===== src/rtl/mem_arbiter_if.sv =====
// Shared-RAM bus between the fetch unit, the load/store unit and one single-port RAM.
// The arbiter takes the slave side; the cores and the RAM together make up the master side.
interface mem_arbiter_if #(
  parameter int ADDR_W = 32,
  parameter int DATA_W = 32
);
  logic              inst_req_i;
  logic [ADDR_W-1:0] inst_addr_i;
  logic              inst_gnt_o;
  logic              inst_rvalid_o;
  logic [DATA_W-1:0] inst_rdata_o;
  logic              data_req_i;
  logic              data_we_i;
  logic [ADDR_W-1:0] data_addr_i;
  logic [DATA_W-1:0] data_wdata_i;
  logic              data_gnt_o;
  logic              data_rvalid_o;
  logic [DATA_W-1:0] data_rdata_o;
  logic              flush_i;
  logic              ram_ce_o;
  logic              ram_we_o;
  logic [ADDR_W-1:0] ram_addr_o;
  logic [DATA_W-1:0] ram_wdata_o;
  logic [DATA_W-1:0] ram_rdata_i;
  logic              stallreq_if_o;
  logic              stallreq_mem_o;

  modport slave (
    input  inst_req_i, inst_addr_i, data_req_i, data_we_i, data_addr_i, data_wdata_i,
           flush_i, ram_rdata_i,
    output inst_gnt_o, inst_rvalid_o, inst_rdata_o, data_gnt_o, data_rvalid_o, data_rdata_o,
           ram_ce_o, ram_we_o, ram_addr_o, ram_wdata_o, stallreq_if_o, stallreq_mem_o
  );

  modport master (
    output inst_req_i, inst_addr_i, data_req_i, data_we_i, data_addr_i, data_wdata_i,
           flush_i, ram_rdata_i,
    input  inst_gnt_o, inst_rvalid_o, inst_rdata_o, data_gnt_o, data_rvalid_o, data_rdata_o,
           ram_ce_o, ram_we_o, ram_addr_o, ram_wdata_o, stallreq_if_o, stallreq_mem_o
  );
endinterface


===== src/rtl/mem_arbiter.sv =====
// Single-port RAM arbiter: loads/stores win by default, fetch wins when data is idle or
// after STARVE_MAX denied cycles. A small response FSM routes the 1-cycle read data back.
module mem_arbiter #(
  parameter int ADDR_W     = 32,
  parameter int DATA_W     = 32,
  parameter int STARVE_MAX = 4
) (
  input logic         clk_i,
  input logic         rst_i,
  mem_arbiter_if.slave bus
);
  localparam int CNT_W = $clog2(STARVE_MAX + 1);

  typedef enum logic [1:0] {IDLE, INST_RD, DATA_RD, DATA_WR} state_t;

  state_t            r_state;
  logic [CNT_W-1:0]  r_starve;
  logic [ADDR_W-1:0] r_addr;
  logic [DATA_W-1:0] r_wdata;
  logic [DATA_W-1:0] r_inst_rdata;
  logic [DATA_W-1:0] r_data_rdata;

  logic w_starved, w_inst_gnt, w_data_gnt, w_inst_rv, w_data_rv;

  // Grants are qualified with reset so every combinational output is low while rst_i=0.
  assign w_starved  = (r_starve == CNT_W'(STARVE_MAX));
  assign w_inst_gnt = rst_i & bus.inst_req_i & (~bus.data_req_i | w_starved);
  assign w_data_gnt = rst_i & bus.data_req_i & ~w_inst_gnt;
  assign w_inst_rv  = (r_state == INST_RD) & ~bus.flush_i;
  assign w_data_rv  = (r_state == DATA_RD);

  assign bus.inst_gnt_o     = w_inst_gnt;
  assign bus.data_gnt_o     = w_data_gnt;
  assign bus.stallreq_if_o  = rst_i & bus.inst_req_i & ~w_inst_gnt;
  assign bus.stallreq_mem_o = rst_i & bus.data_req_i & ~w_data_gnt;
  assign bus.ram_ce_o       = w_inst_gnt | w_data_gnt;
  assign bus.ram_we_o       = w_data_gnt & bus.data_we_i;
  assign bus.inst_rvalid_o  = w_inst_rv;
  assign bus.data_rvalid_o  = w_data_rv;

  // Read data is forwarded in its valid cycle and then held in the port register.
  assign bus.inst_rdata_o = w_inst_rv ? bus.ram_rdata_i : r_inst_rdata;
  assign bus.data_rdata_o = w_data_rv ? bus.ram_rdata_i : r_data_rdata;

  always_comb begin
    bus.ram_addr_o  = r_addr;
    bus.ram_wdata_o = r_wdata;
    if (w_inst_gnt) begin
      bus.ram_addr_o = bus.inst_addr_i;
    end else if (w_data_gnt) begin
      bus.ram_addr_o  = bus.data_addr_i;
      bus.ram_wdata_o = bus.data_wdata_i;
    end
  end

  always_ff @(posedge clk_i or negedge rst_i) begin
    if (!rst_i) begin
      r_state      <= IDLE;
      r_starve     <= '0;
      r_addr       <= '0;
      r_wdata      <= '0;
      r_inst_rdata <= '0;
      r_data_rdata <= '0;
    end else begin
      if (w_inst_gnt)                     r_state <= INST_RD;
      else if (w_data_gnt && bus.data_we_i) r_state <= DATA_WR;
      else if (w_data_gnt)                r_state <= DATA_RD;
      else                                r_state <= IDLE;

      if (bus.flush_i || !bus.inst_req_i || w_inst_gnt) r_starve <= '0;
      else if (!w_starved)                              r_starve <= r_starve + CNT_W'(1);

      if (w_inst_gnt) r_addr <= bus.inst_addr_i;
      if (w_data_gnt) begin
        r_addr  <= bus.data_addr_i;
        r_wdata <= bus.data_wdata_i;
      end

      if (w_inst_rv) r_inst_rdata <= bus.ram_rdata_i;
      if (w_data_rv) r_data_rdata <= bus.ram_rdata_i;
    end
  end
endmodule


===== src/flat_wrapper.sv =====
// flat-port wrapper written by rule: the top's interface ports become plain ports
module mem_arbiter_flat 
#(
  parameter int ADDR_W     = 32,
  parameter int DATA_W     = 32,
  parameter int STARVE_MAX = 4
)
  (clk_i, rst_i, bus_inst_req_i, bus_inst_addr_i, bus_data_req_i, bus_data_we_i, bus_data_addr_i, bus_data_wdata_i, bus_flush_i, bus_ram_rdata_i, bus_inst_gnt_o, bus_inst_rvalid_o, bus_inst_rdata_o, bus_data_gnt_o, bus_data_rvalid_o, bus_data_rdata_o, bus_ram_ce_o, bus_ram_we_o, bus_ram_addr_o, bus_ram_wdata_o, bus_stallreq_if_o, bus_stallreq_mem_o);
  mem_arbiter_if #(.ADDR_W(ADDR_W), .DATA_W(DATA_W)) bus_i ();
  input logic clk_i;
  input logic rst_i;
  input wire logic [$bits(bus_i.inst_req_i)-1:0] bus_inst_req_i;
  input wire logic [$bits(bus_i.inst_addr_i)-1:0] bus_inst_addr_i;
  input wire logic [$bits(bus_i.data_req_i)-1:0] bus_data_req_i;
  input wire logic [$bits(bus_i.data_we_i)-1:0] bus_data_we_i;
  input wire logic [$bits(bus_i.data_addr_i)-1:0] bus_data_addr_i;
  input wire logic [$bits(bus_i.data_wdata_i)-1:0] bus_data_wdata_i;
  input wire logic [$bits(bus_i.flush_i)-1:0] bus_flush_i;
  input wire logic [$bits(bus_i.ram_rdata_i)-1:0] bus_ram_rdata_i;
  output wire logic [$bits(bus_i.inst_gnt_o)-1:0] bus_inst_gnt_o;
  output wire logic [$bits(bus_i.inst_rvalid_o)-1:0] bus_inst_rvalid_o;
  output wire logic [$bits(bus_i.inst_rdata_o)-1:0] bus_inst_rdata_o;
  output wire logic [$bits(bus_i.data_gnt_o)-1:0] bus_data_gnt_o;
  output wire logic [$bits(bus_i.data_rvalid_o)-1:0] bus_data_rvalid_o;
  output wire logic [$bits(bus_i.data_rdata_o)-1:0] bus_data_rdata_o;
  output wire logic [$bits(bus_i.ram_ce_o)-1:0] bus_ram_ce_o;
  output wire logic [$bits(bus_i.ram_we_o)-1:0] bus_ram_we_o;
  output wire logic [$bits(bus_i.ram_addr_o)-1:0] bus_ram_addr_o;
  output wire logic [$bits(bus_i.ram_wdata_o)-1:0] bus_ram_wdata_o;
  output wire logic [$bits(bus_i.stallreq_if_o)-1:0] bus_stallreq_if_o;
  output wire logic [$bits(bus_i.stallreq_mem_o)-1:0] bus_stallreq_mem_o;
  assign bus_i.inst_req_i = bus_inst_req_i;
  assign bus_i.inst_addr_i = bus_inst_addr_i;
  assign bus_i.data_req_i = bus_data_req_i;
  assign bus_i.data_we_i = bus_data_we_i;
  assign bus_i.data_addr_i = bus_data_addr_i;
  assign bus_i.data_wdata_i = bus_data_wdata_i;
  assign bus_i.flush_i = bus_flush_i;
  assign bus_i.ram_rdata_i = bus_ram_rdata_i;
  assign bus_inst_gnt_o = bus_i.inst_gnt_o;
  assign bus_inst_rvalid_o = bus_i.inst_rvalid_o;
  assign bus_inst_rdata_o = bus_i.inst_rdata_o;
  assign bus_data_gnt_o = bus_i.data_gnt_o;
  assign bus_data_rvalid_o = bus_i.data_rvalid_o;
  assign bus_data_rdata_o = bus_i.data_rdata_o;
  assign bus_ram_ce_o = bus_i.ram_ce_o;
  assign bus_ram_we_o = bus_i.ram_we_o;
  assign bus_ram_addr_o = bus_i.ram_addr_o;
  assign bus_ram_wdata_o = bus_i.ram_wdata_o;
  assign bus_stallreq_if_o = bus_i.stallreq_if_o;
  assign bus_stallreq_mem_o = bus_i.stallreq_mem_o;
  mem_arbiter #(.ADDR_W(ADDR_W), .DATA_W(DATA_W), .STARVE_MAX(STARVE_MAX)) u_core (.clk_i(clk_i), .rst_i(rst_i), .bus(bus_i));
endmodule

===== config.mk =====
export PLATFORM = sky130hd
export DESIGN_NAME = mem_arbiter_flat
export DESIGN_NICKNAME = d
export VERILOG_FILES = /design/src/rtl/mem_arbiter_if.sv /design/src/rtl/mem_arbiter.sv /design/src/flat_wrapper.sv
export SDC_FILE = /design/constraint.sdc
export NUM_CORES = 1
export LEC_CHECK = 0
export ABC_AREA = 0
export CAP_MARGIN = 20
export CORE_ASPECT_RATIO = 0.7
export CORE_MARGIN = 10
export CORE_UTILIZATION = 45
export CTS_CLUSTER_SIZE = 12
export DETAILED_ROUTE_END_ITERATION = 8
export HOLD_SLACK_MARGIN = 0.06
export PLACE_DENSITY = 0.93
export SYNTH_ARGS = -nofsm -noshare
export SYNTH_HDL_FRONTEND = slang
export SYNTH_SLANG_ARGS = --single-unit

===== constraint.sdc =====
create_clock -name clk_i -period 5.2 [get_ports clk_i]
set_clock_uncertainty 0.1 [all_clocks]
set_input_delay 1.04 -clock clk_i [delete_from_list [all_inputs] [get_ports clk_i]]
set_output_delay 1.04 -clock clk_i [all_outputs]
set_load 0.01 [all_outputs]

# Yosys cells after proc, flatten, opt, wreduce, memory -nomap -nowiden
# Index checks and enable logic that the tools add are counted.
# word_totals
regBits	133
latch_bits	0
ramBits	0
rom_bits	0
in_bits	134
memories	0
# op_classes
n_addsub	1
mul	0
div_mod_pow	0
magnitude_cmp	0
eq_ne	4
shifts	0
mux	13
bitwise_logic	14
reduce_logical	5
# op_table
operator	count
32-bit 2-to-1 mux	8
1-bit bitwise AND	8
2-bit 2-to-1 mux	3
3-bit 2-to-1 mux	2
1-bit NOT	4
3-bit by 1-bit adder with 3-bit output, second input constant	1
3-bit == test, second input constant	1
2-bit by 1-bit == test with 1-bit output, second input constant	1
2-bit == test, second input constant	1
1-bit logical OR	2
2-bit inequality test, second input constant	1
1-bit OR	2
2-bit nonzero test	1
1-bit logical AND	1
1-bit logical NOT	1

# Depth between registers and ports, before layout
# Gate-level depths: netlist of run 1.
# logic_depth
depth_word	8
depth_mapped	6

# Worst setup path after synthesis of run 1
# Ideal clock, no wire load.
# synth_path
kind	input port to output port
start	input bus_flush_i
end	output bus_inst_rdata_o[21]
t_arrival_ns	2.001
required_time_ns	4.060
setup_slack_ns	2.059
stages	3
path_cell_list	nor3b_2 > buf_2 > mux2_2
# synth_via
elab_chain_len	3
# synth_rtl
element	line_no	text
from (decl)	flat_wrapper.sv:18	input wire logic [$bits(bus_i.flush_i)-1:0] bus_flush_i;
1-bit NOT	mem_arbiter.sv:29	assign w_inst_rv = (r_state == INST_RD) & ~bus.flush_i;
1-bit bitwise AND	mem_arbiter.sv:29	
named net bus_inst_rvalid_o	flat_wrapper.sv:21	output wire logic [$bits(bus_i.inst_rvalid_o)-1:0] bus_inst_rvalid_o;
32-bit 2-to-1 mux	mem_arbiter.sv:42	assign bus.inst_rdata_o = w_inst_rv ? bus.ram_rdata_i : r_inst_rdata;
to (decl)	flat_wrapper.sv:22	output wire logic [$bits(bus_i.inst_rdata_o)-1:0] bus_inst_rdata_o;
# The timed path passes the listed nets, and every way through them passes these cells.

# Final worst setup path of run 1
# layout_path
start	input bus_data_req_i
end	output bus_ram_addr_o[20]
# layout_via
elab_chain_len	7
elab_cells_between_ends	8
# layout_rtl
element	line_no	text
from (decl)	flat_wrapper.sv:14	input wire logic [$bits(bus_i.data_req_i)-1:0] bus_data_req_i;
1-bit NOT	mem_arbiter.sv:27	assign w_inst_gnt = rst_i & bus.inst_req_i & (~bus.data_req_i | w_starved);
1-bit OR	mem_arbiter.sv:27	
1-bit bitwise AND	mem_arbiter.sv:27	
1-bit NOT	mem_arbiter.sv:28	assign w_data_gnt = rst_i & bus.data_req_i & ~w_inst_gnt;
1-bit bitwise AND	mem_arbiter.sv:28	
32-bit 2-to-1 mux	mem_arbiter.sv:50	end else if (w_data_gnt) begin
32-bit 2-to-1 mux *	mem_arbiter.sv:48	if (w_inst_gnt) begin
to (decl)	flat_wrapper.sv:28	output wire logic [$bits(bus_i.ram_addr_o)-1:0] bus_ram_addr_o;
# Mark *: on every way between the ends. The rest lies on a longest branch, timed or not.

==> results.json, run 1 <==
{
  "cp_data_required_time_ps": 4060,
  "power.ir.vdd_worst_v": 0.000236,
  "switchingPower_mw": 0.933,
  "synth_nets": 550,
  "pre_cts_ws_ps": 690,
  "drtIter0Drc": 175,
  "initial_utilization": 0.457,
  "fin_ws_ps": 660,
  "synth.cell_area_um2": 5960,
  "grt_pass1_vias": 5268,
  "cts.htree.levels": 4,
  "dpl-instance-area_um2": 8900,
  "path_buf_inv": 4,
  "r2r_slack_ps": 3120,
  "worstSetupPathType": "input port to output pin",
  "numCtsBuffers": 17,
  "status": "finished, final reports clean",
  "layout.nets": 823,
  "antenna_found_initial": 0,
  "slowest_stage": "clkdlybuf4s50_1",
  "layout.area.seq_um2": 3330,
  "rr_startpoint": "u_core.r_starve[0]$_DFFE_PN0P_",
  "cts_max_path_buffers": 2,
  "cp.arrival_ps": 3400,
  "yosysUniqueCellTypes": 25,
  "layout_common_cells": "clkdlybuf4s50_1 (268), dfrtp_1 (133), mux2_2 (105), a221o_1 (64), and2_1 (33)",
  "gr-usage-all-layers": 0.201,
  "hold_depth": 1,
  "multi_input_area_um2": 2480,
  "grt_max_degree": 64,
  "rsz0062_at_grt": "no",
  "wl_mm": 18.8,
  "antenna_cells": 0,
  "seq_area_frac_synth": 0.558,
  "hold_violations": 0,
  "cts.sinks": 133,
  "power_frac_seq": 0.351,
  "switching_share": 0.258,
  "fmax_ghz": 0.220,
  "syn2layout_area_growth_pct": 60.3,
  "r2r_cells": 6,
  "yosys_warnings": 0,
  "path_delay_family": "buffers and inverters",
  "critPathMaxFanout": 38,
  "holdBufCountCts": 0,
  "hp-class": "register to register",
  "pin_count": 270,
  "p_total_mw": 3.62,
  "cts_resized": 0,
  "mostFrequentLayoutCell": "clkdlybuf4s50_1",
  "fillCellCount": 849,
  "slew_headroom": 0.462,
  "vias_per_cell": 5.39,
  "core_region_area_um2": 13100,
  "cp.depth": 7,
  "clk_latency_ps": 400,
  "grt-ovfl-total": 0,
  "max_cap_viol_count": 0,
  "fp.dieW_um": 158,
  "setup_viol": 0,
  "min_period_over_period": 0.873,
  "max_slew.worst_pin.slew_ps": 807,
  "gp_congestion": 0.870,
  "drt-pass1-iter-count": 5,
  "fin_crit_ps": 4540,
  "via_count": 4671,
  "synth_largest_area_cell": "dfrtp_1",
  "post_cts_buffers": 0,
  "final_area_um2": 9550,
  "worstSetupEndpointType": "output pin",
  "io_buffers": 269,
  "drc": 0,
  "dp_hpwl_mm": 14.3,
  "routedWlPerCell_um": 21.7,
  "synth.top_cell.area_share": 0.558,
  "intPower_mw": 2.69,
  "path_cells": "clkdlybuf4s50_1 > nand2_1 > a31oi_4 > buf_12 > buf_12 > a221o_1 > clkdlybuf4s50_1",
  "worst_setup_path_start_kind": "input port",
  "clkPwrFrac": 0.368,
  "drt.antenna.violating_nets": 0,
  "dieArea_um2": 18300,
  "rows": 35,
  "fin_tns_setup_ps": 0,
  "p_comb_frac": 0.281,
  "grt_pass1_wl_mm": 29.1,
  "cpPeakStageDelay_ps": 620,
  "ys_top_cells_by_area": "dfrtp_1 (56%), mux2_2 (20%), a221o_1 (11%)",
  "synthCells": 414,
  "die_height_um": 116,
  "leakagePower_nw": 3.93,
  "slew_violations": 0,
  "cellPowerDensity_nw_per_um2": 379,
  "holdPathEnd": "u_core.r_wdata[16]$_DFF_PN0_",
  "clk_transition_reported_paths_ps": 60,
  "drive_gt1_frac": 0.223,
  "synth_seq_cells": 133,
  "avgSynthCellArea_um2": 14.4,
  "rr_endpoint": "u_core.r_wdata[6]$_DFF_PN0_",
  "cts_tree": "yes",
  "min_from": "u_core.r_wdata[16]$_DFF_PN0_",
  "cts_root_buf": "clkbuf_16"
}
[metrics by stage]
step | std cells | util | hold WS, ps
2_1_floorplan | 414 | - | 354
3_3_place_gp | 834 | 0.682 | 364
3_5_place_dp | 834 | 0.682 | 372
4_1_cts | 866 | 0.732 | 387
5_1_grt | 866 | 0.732 | 408
6_report | 866 | 0.732 | 386
[sequential cells by signal (all words and copies together), names as in the netlist]
register	cells
u_core.r_inst_rdata	32
u_core.r_data_rdata	32
u_core.r_addr	32
u_core.r_wdata	32
u_core.r_state	2
u_core.r_starve	3
[cell usage after synthesis, drive strengths merged]
library cell / number
dfrtp: 133
mux2i: 1
inv: 4
a21o: 1
mux2: 128
nand3b: 1
nor4b: 3
buf: 27
and4: 1
a21oi: 1
nor3b: 1
and2: 33
o21ai: 2
clkbuf: 4
a221o: 64
a31oi: 2
nand2b: 1
ha: 2
and3: 1
nand2: 3
xnor2: 1
[layer usage]
layer	vias up	wire length [µm]	share of wire	global-route usage
li1	2128	-	-	-
met1	2340	7190	0.38	0.218
met2	184	9760	0.52	0.360
met3	19	1600	0.085	0.0688
met4	0	259	0.014	0.0677
met5	-	0	0	0
[kinds of logic (layout without fill, tap and decap cells)]
group	after synthesis	after routing	share of synthesized area
xor gates and xnor gates	1	1	0.00147
adders and majority gates	2	2	0.00420
muxes	129	129	0.244
buffers and inverters	35	321	0.0294
DFF	133	133	0.558
and+or+nand+nor	44	44	0.0479
AOI/OAI and AO/OA	70	70	0.115
[how the worst max path moves through the flow]
stage	start	to
after floorplan	bus_flush_i	bus_inst_rdata_o[21]
after global placement	bus_data_req_i	bus_ram_addr_o[24]
after detailed placement	bus_data_req_i	bus_ram_addr_o[19]
after CTS	bus_data_req_i	bus_ram_addr_o[14]
after global routing	bus_data_req_i	bus_ram_addr_o[17]
final	bus_data_req_i	bus_ram_addr_o[20]
[final cells by class]
cell class | count | share of cell area
multi-input combinational | 246 | 0.260
tap | 166 | 0.0217
inverter | 4 | 0.00157
clock buffer | 19 | 0.0453
sequential | 133 | 0.348
clock inverter | 13 | 0.0231
timing repair buffer | 285 | 0.300
[power by group through the flow]
stage               clock network (mW)  logic [mW]  registers [mW]
finish                            1.33        1.02            1.27
global route                      1.39        1.09            1.29
detailed placement                   0        1.02            1.29
floorplan                            0       0.433            1.26
CTS                               1.36        1.03            1.27
global placement                     0       0.992            1.27
No activity file was read; power rests on OpenSTA's default activity.
==> run 2, diff against run 1 <==
Settings changed: ABC_AREA 0 to 1.
==> results.json, run 2 <==
{
  "antenna_cells": 0,
  "pre_cts_ws_ps": 794,
  "worstSetupEndpointType": "output pin",
  "grt_max_degree": 81,
  "fin_tns_setup_ps": 0,
  "drt.antenna.violating_nets": 0,
  "io_buffers": 269,
  "synth.cell_area_um2": 5900,
  "rsz0062_at_grt": "no",
  "hold_violations": 0,
  "avgSynthCellArea_um2": 8.11,
  "switching_share": 0.282,
  "cts_root_buf": "clkbuf_16",
  "routedWlPerCell_um": 17.2,
  "fin_ws_ps": 788,
  "wl_mm": 20.0,
  "cp_data_required_time_ps": 4060,
  "layout.nets": 1123,
  "cts_tree": "yes",
  "antenna_found_initial": 0,
  "synthCells": 728,
  "max_slew.worst_pin.slew_ps": 663,
  "synth_largest_area_cell": "dfrtp_1",
  "p_comb_frac": 0.275,
  "grt_pass1_vias": 5915,
  "synth_commonest_cells": "nand2_1 (260), dfrtp_1 (133), nand3_1 (130)",
  "initial_utilization": 0.467,
  "critPathMostFrequentCell": "clkdlybuf4s50_1",
  "via_count": 5779,
  "drive_gt1_frac": 0.0550,
  "pin_count": 270,
  "status": "finished, final reports clean",
  "layout_common_cells": "clkdlybuf4s50_1 (268), nand2_1 (260), dfrtp_1 (133), nand3_1 (129), inv_1 (76)",
  "switchingPower_mw": 0.964,
  "cts.htree.levels": 4,
  "dpl-instance-area_um2": 8680,
  "hp-class": "input port to async pin",
  "dieArea_um2": 18200,
  "drc": 0,
  "dp_hpwl_mm": 14.8,
  "grt_pass1_wl_mm": 31.2,
  "worst_setup_path_start_kind": "input port",
  "rows": 34,
  "critPathMaxFanout": 32,
  "power.ir.vdd_worst_v": 0.000242,
  "rr_startpoint": "u_core.r_starve[0]$_DFFE_PN0P_",
  "synth_seq_cells": 133,
  "worstSetupPathType": "input port to output pin",
  "seq_area_frac_synth": 0.564,
  "synth.top_cell.area_share": 0.564,
  "path_buf_inv": 4,
  "cts_max_path_buffers": 2,
  "mostFrequentLayoutCell": "clkdlybuf4s50_1",
  "drt-pass1-iter-count": 5,
  "setup_viol": 0,
  "min_period_over_period": 0.848,
  "vias_per_cell": 4.97,
  "critPathLaunch": "bus_flush_i",
  "gr-usage-all-layers": 0.216,
  "grt-ovfl-total": 0,
  "post_cts_buffers": 0,
  "cp.arrival_ps": 3270,
  "r2r_cells": 8,
  "core_region_area_um2": 12600,
  "leakagePower_nw": 4.80,
  "drtIter0Drc": 382,
  "clkPwrFrac": 0.358,
  "p_total_mw": 3.42,
  "cp.depth": 6,
  "intPower_mw": 2.46,
  "max_cap_viol_count": 0,
  "clk_transition_reported_paths_ps": 50,
  "synth.most_common_cell": "nand2_1",
  "cpPeakStageDelay_ps": 610,
  "power_frac_seq": 0.368,
  "yosysUniqueCellTypes": 17,
  "yosys_warnings": 0,
  "synth_edf_count": 0,
  "slowest_stage": "clkdlybuf4s50_1",
  "ys.flop_type": "dfrtp_1",
  "cts.sinks": 133,
  "fmax_ghz": 0.227,
  "slew_headroom": 0.557,
  "cellPowerDensity_nw_per_um2": 367,
  "fp.dieW_um": 157,
  "slew_violations": 0,
  "cts_resized": 0,
  "gp_congestion": 0.852,
  "ys_top_cells_by_area": "dfrtp_1 (56%), nand2_1 (17%), nand3_1 (11%)",
  "die_height_um": 116,
  "path_delay_family": "buffers and inverters",
  "fin_crit_ps": 4410,
  "numCtsBuffers": 17,
  "path_cells": "clkdlybuf4s50_1 > inv_1 > nand3_2 > buf_4 > o21ai_0 > clkdlybuf4s50_1",
  "holdBufCountCts": 0,
  "clk_latency_ps": 390,
  "final_area_um2": 9330,
  "async_flop_share": 1.00,
  "synth_nets": 864,
  "syn2layout_area_growth_pct": 58.0
}
[run 2: cell count changes after synthesis, sizes merged, moves of 2 or more]
cell / delta
o21ai: +64
nand2: +263
clkbuf: +8
buf: +4
a221o: -64
and2: -33
a31oi: -2
nor4b: -3
mux2: -128
inv: +74
nor2: +8
nand3: +130
[run 2: power by group through the flow]
stage	Sequential, mW	Clock (mW)	Combinational (mW)
4_1_cts	1.26	1.24	0.947
2_1_floorplan	1.26	0	0.377
3_5_place_dp	1.28	0	0.939
3_3_place_gp	1.27	0	0.918
6_report	1.26	1.22	0.940
5_1_grt	1.27	1.30	1.03
[run 2: kinds of logic (layout without fill, tap and decap cells)]
kind of cell | Yosys count | in the layout | synth area share
XOR/XNOR | 1 | 1 | 0.00148
flip-flops | 133 | 133 | 0.564
AO/OA/AOI/OAI | 66 | 66 | 0.0559
buffers and inverters | 121 | 393 | 0.0867
AND/OR/NAND/NOR | 405 | 405 | 0.288
adder cells (fa/ha/maj) | 2 | 2 | 0.00424
[run 2: layer usage]
layer | vias to the layer above | track usage | wire [µm]
li1 | 2810 | - | -
met1 | 2692 | 0.239 | 7640
met2 | 249 | 0.368 | 9700
met3 | 28 | 0.0977 | 2210
met4 | 0 | 0.0683 | 452
met5 | - | 0 | 0
[run 2: path summary, 6_finish.rpt]
| kind | endpoint | slack, ps |
|---|---|---|
| max | bus_inst_rdata_o[29] | 790 |
| min | u_core.r_addr[13]$_DFFE_PN0P_ | 320 |
| max reg2reg | u_core.r_wdata[26]$_DFF_PN0_ | 3340 |
| min reg2reg | u_core.r_wdata[29]$_DFF_PN0_ | 360 |
| max in group asynchronous | u_core.r_addr[21]$_DFFE_PN0P_ | 3250 |
| min in group clk_i | u_core.r_wdata[29]$_DFF_PN0_ | 360 |
[run 2: area by class of cell]
cell class | count | area (µm²)
Sequential cell | 133 | 3330
Fill cell | 927 | 3310
Timing Repair Buffer | 283 | 2830
Multi-Input combinational cell | 474 | 2070
Clock buffer | 19 | 433
Inverter | 78 | 293
Tap cell | 162 | 203
Clock inverter | 13 | 170
[run 2: through the flow]
step                std cells  hold WS, ps   util
finish                   1162          321  0.738
global route             1162          296  0.738
CTS                      1160          302  0.735
detailed placement       1128          354  0.687
global placement         1128          349  0.687
floorplan                 728          337      -
[run 2: worst register-to-register path, cell delays in order, from the launching register on]
cell     delay, ps
dfrtp_1        380
inv_1           90
ha_1           160
nand2_2         90
nand2_2         80
nand2_2         70
nand2_2        500
nand2_1        230
nand2_1        120
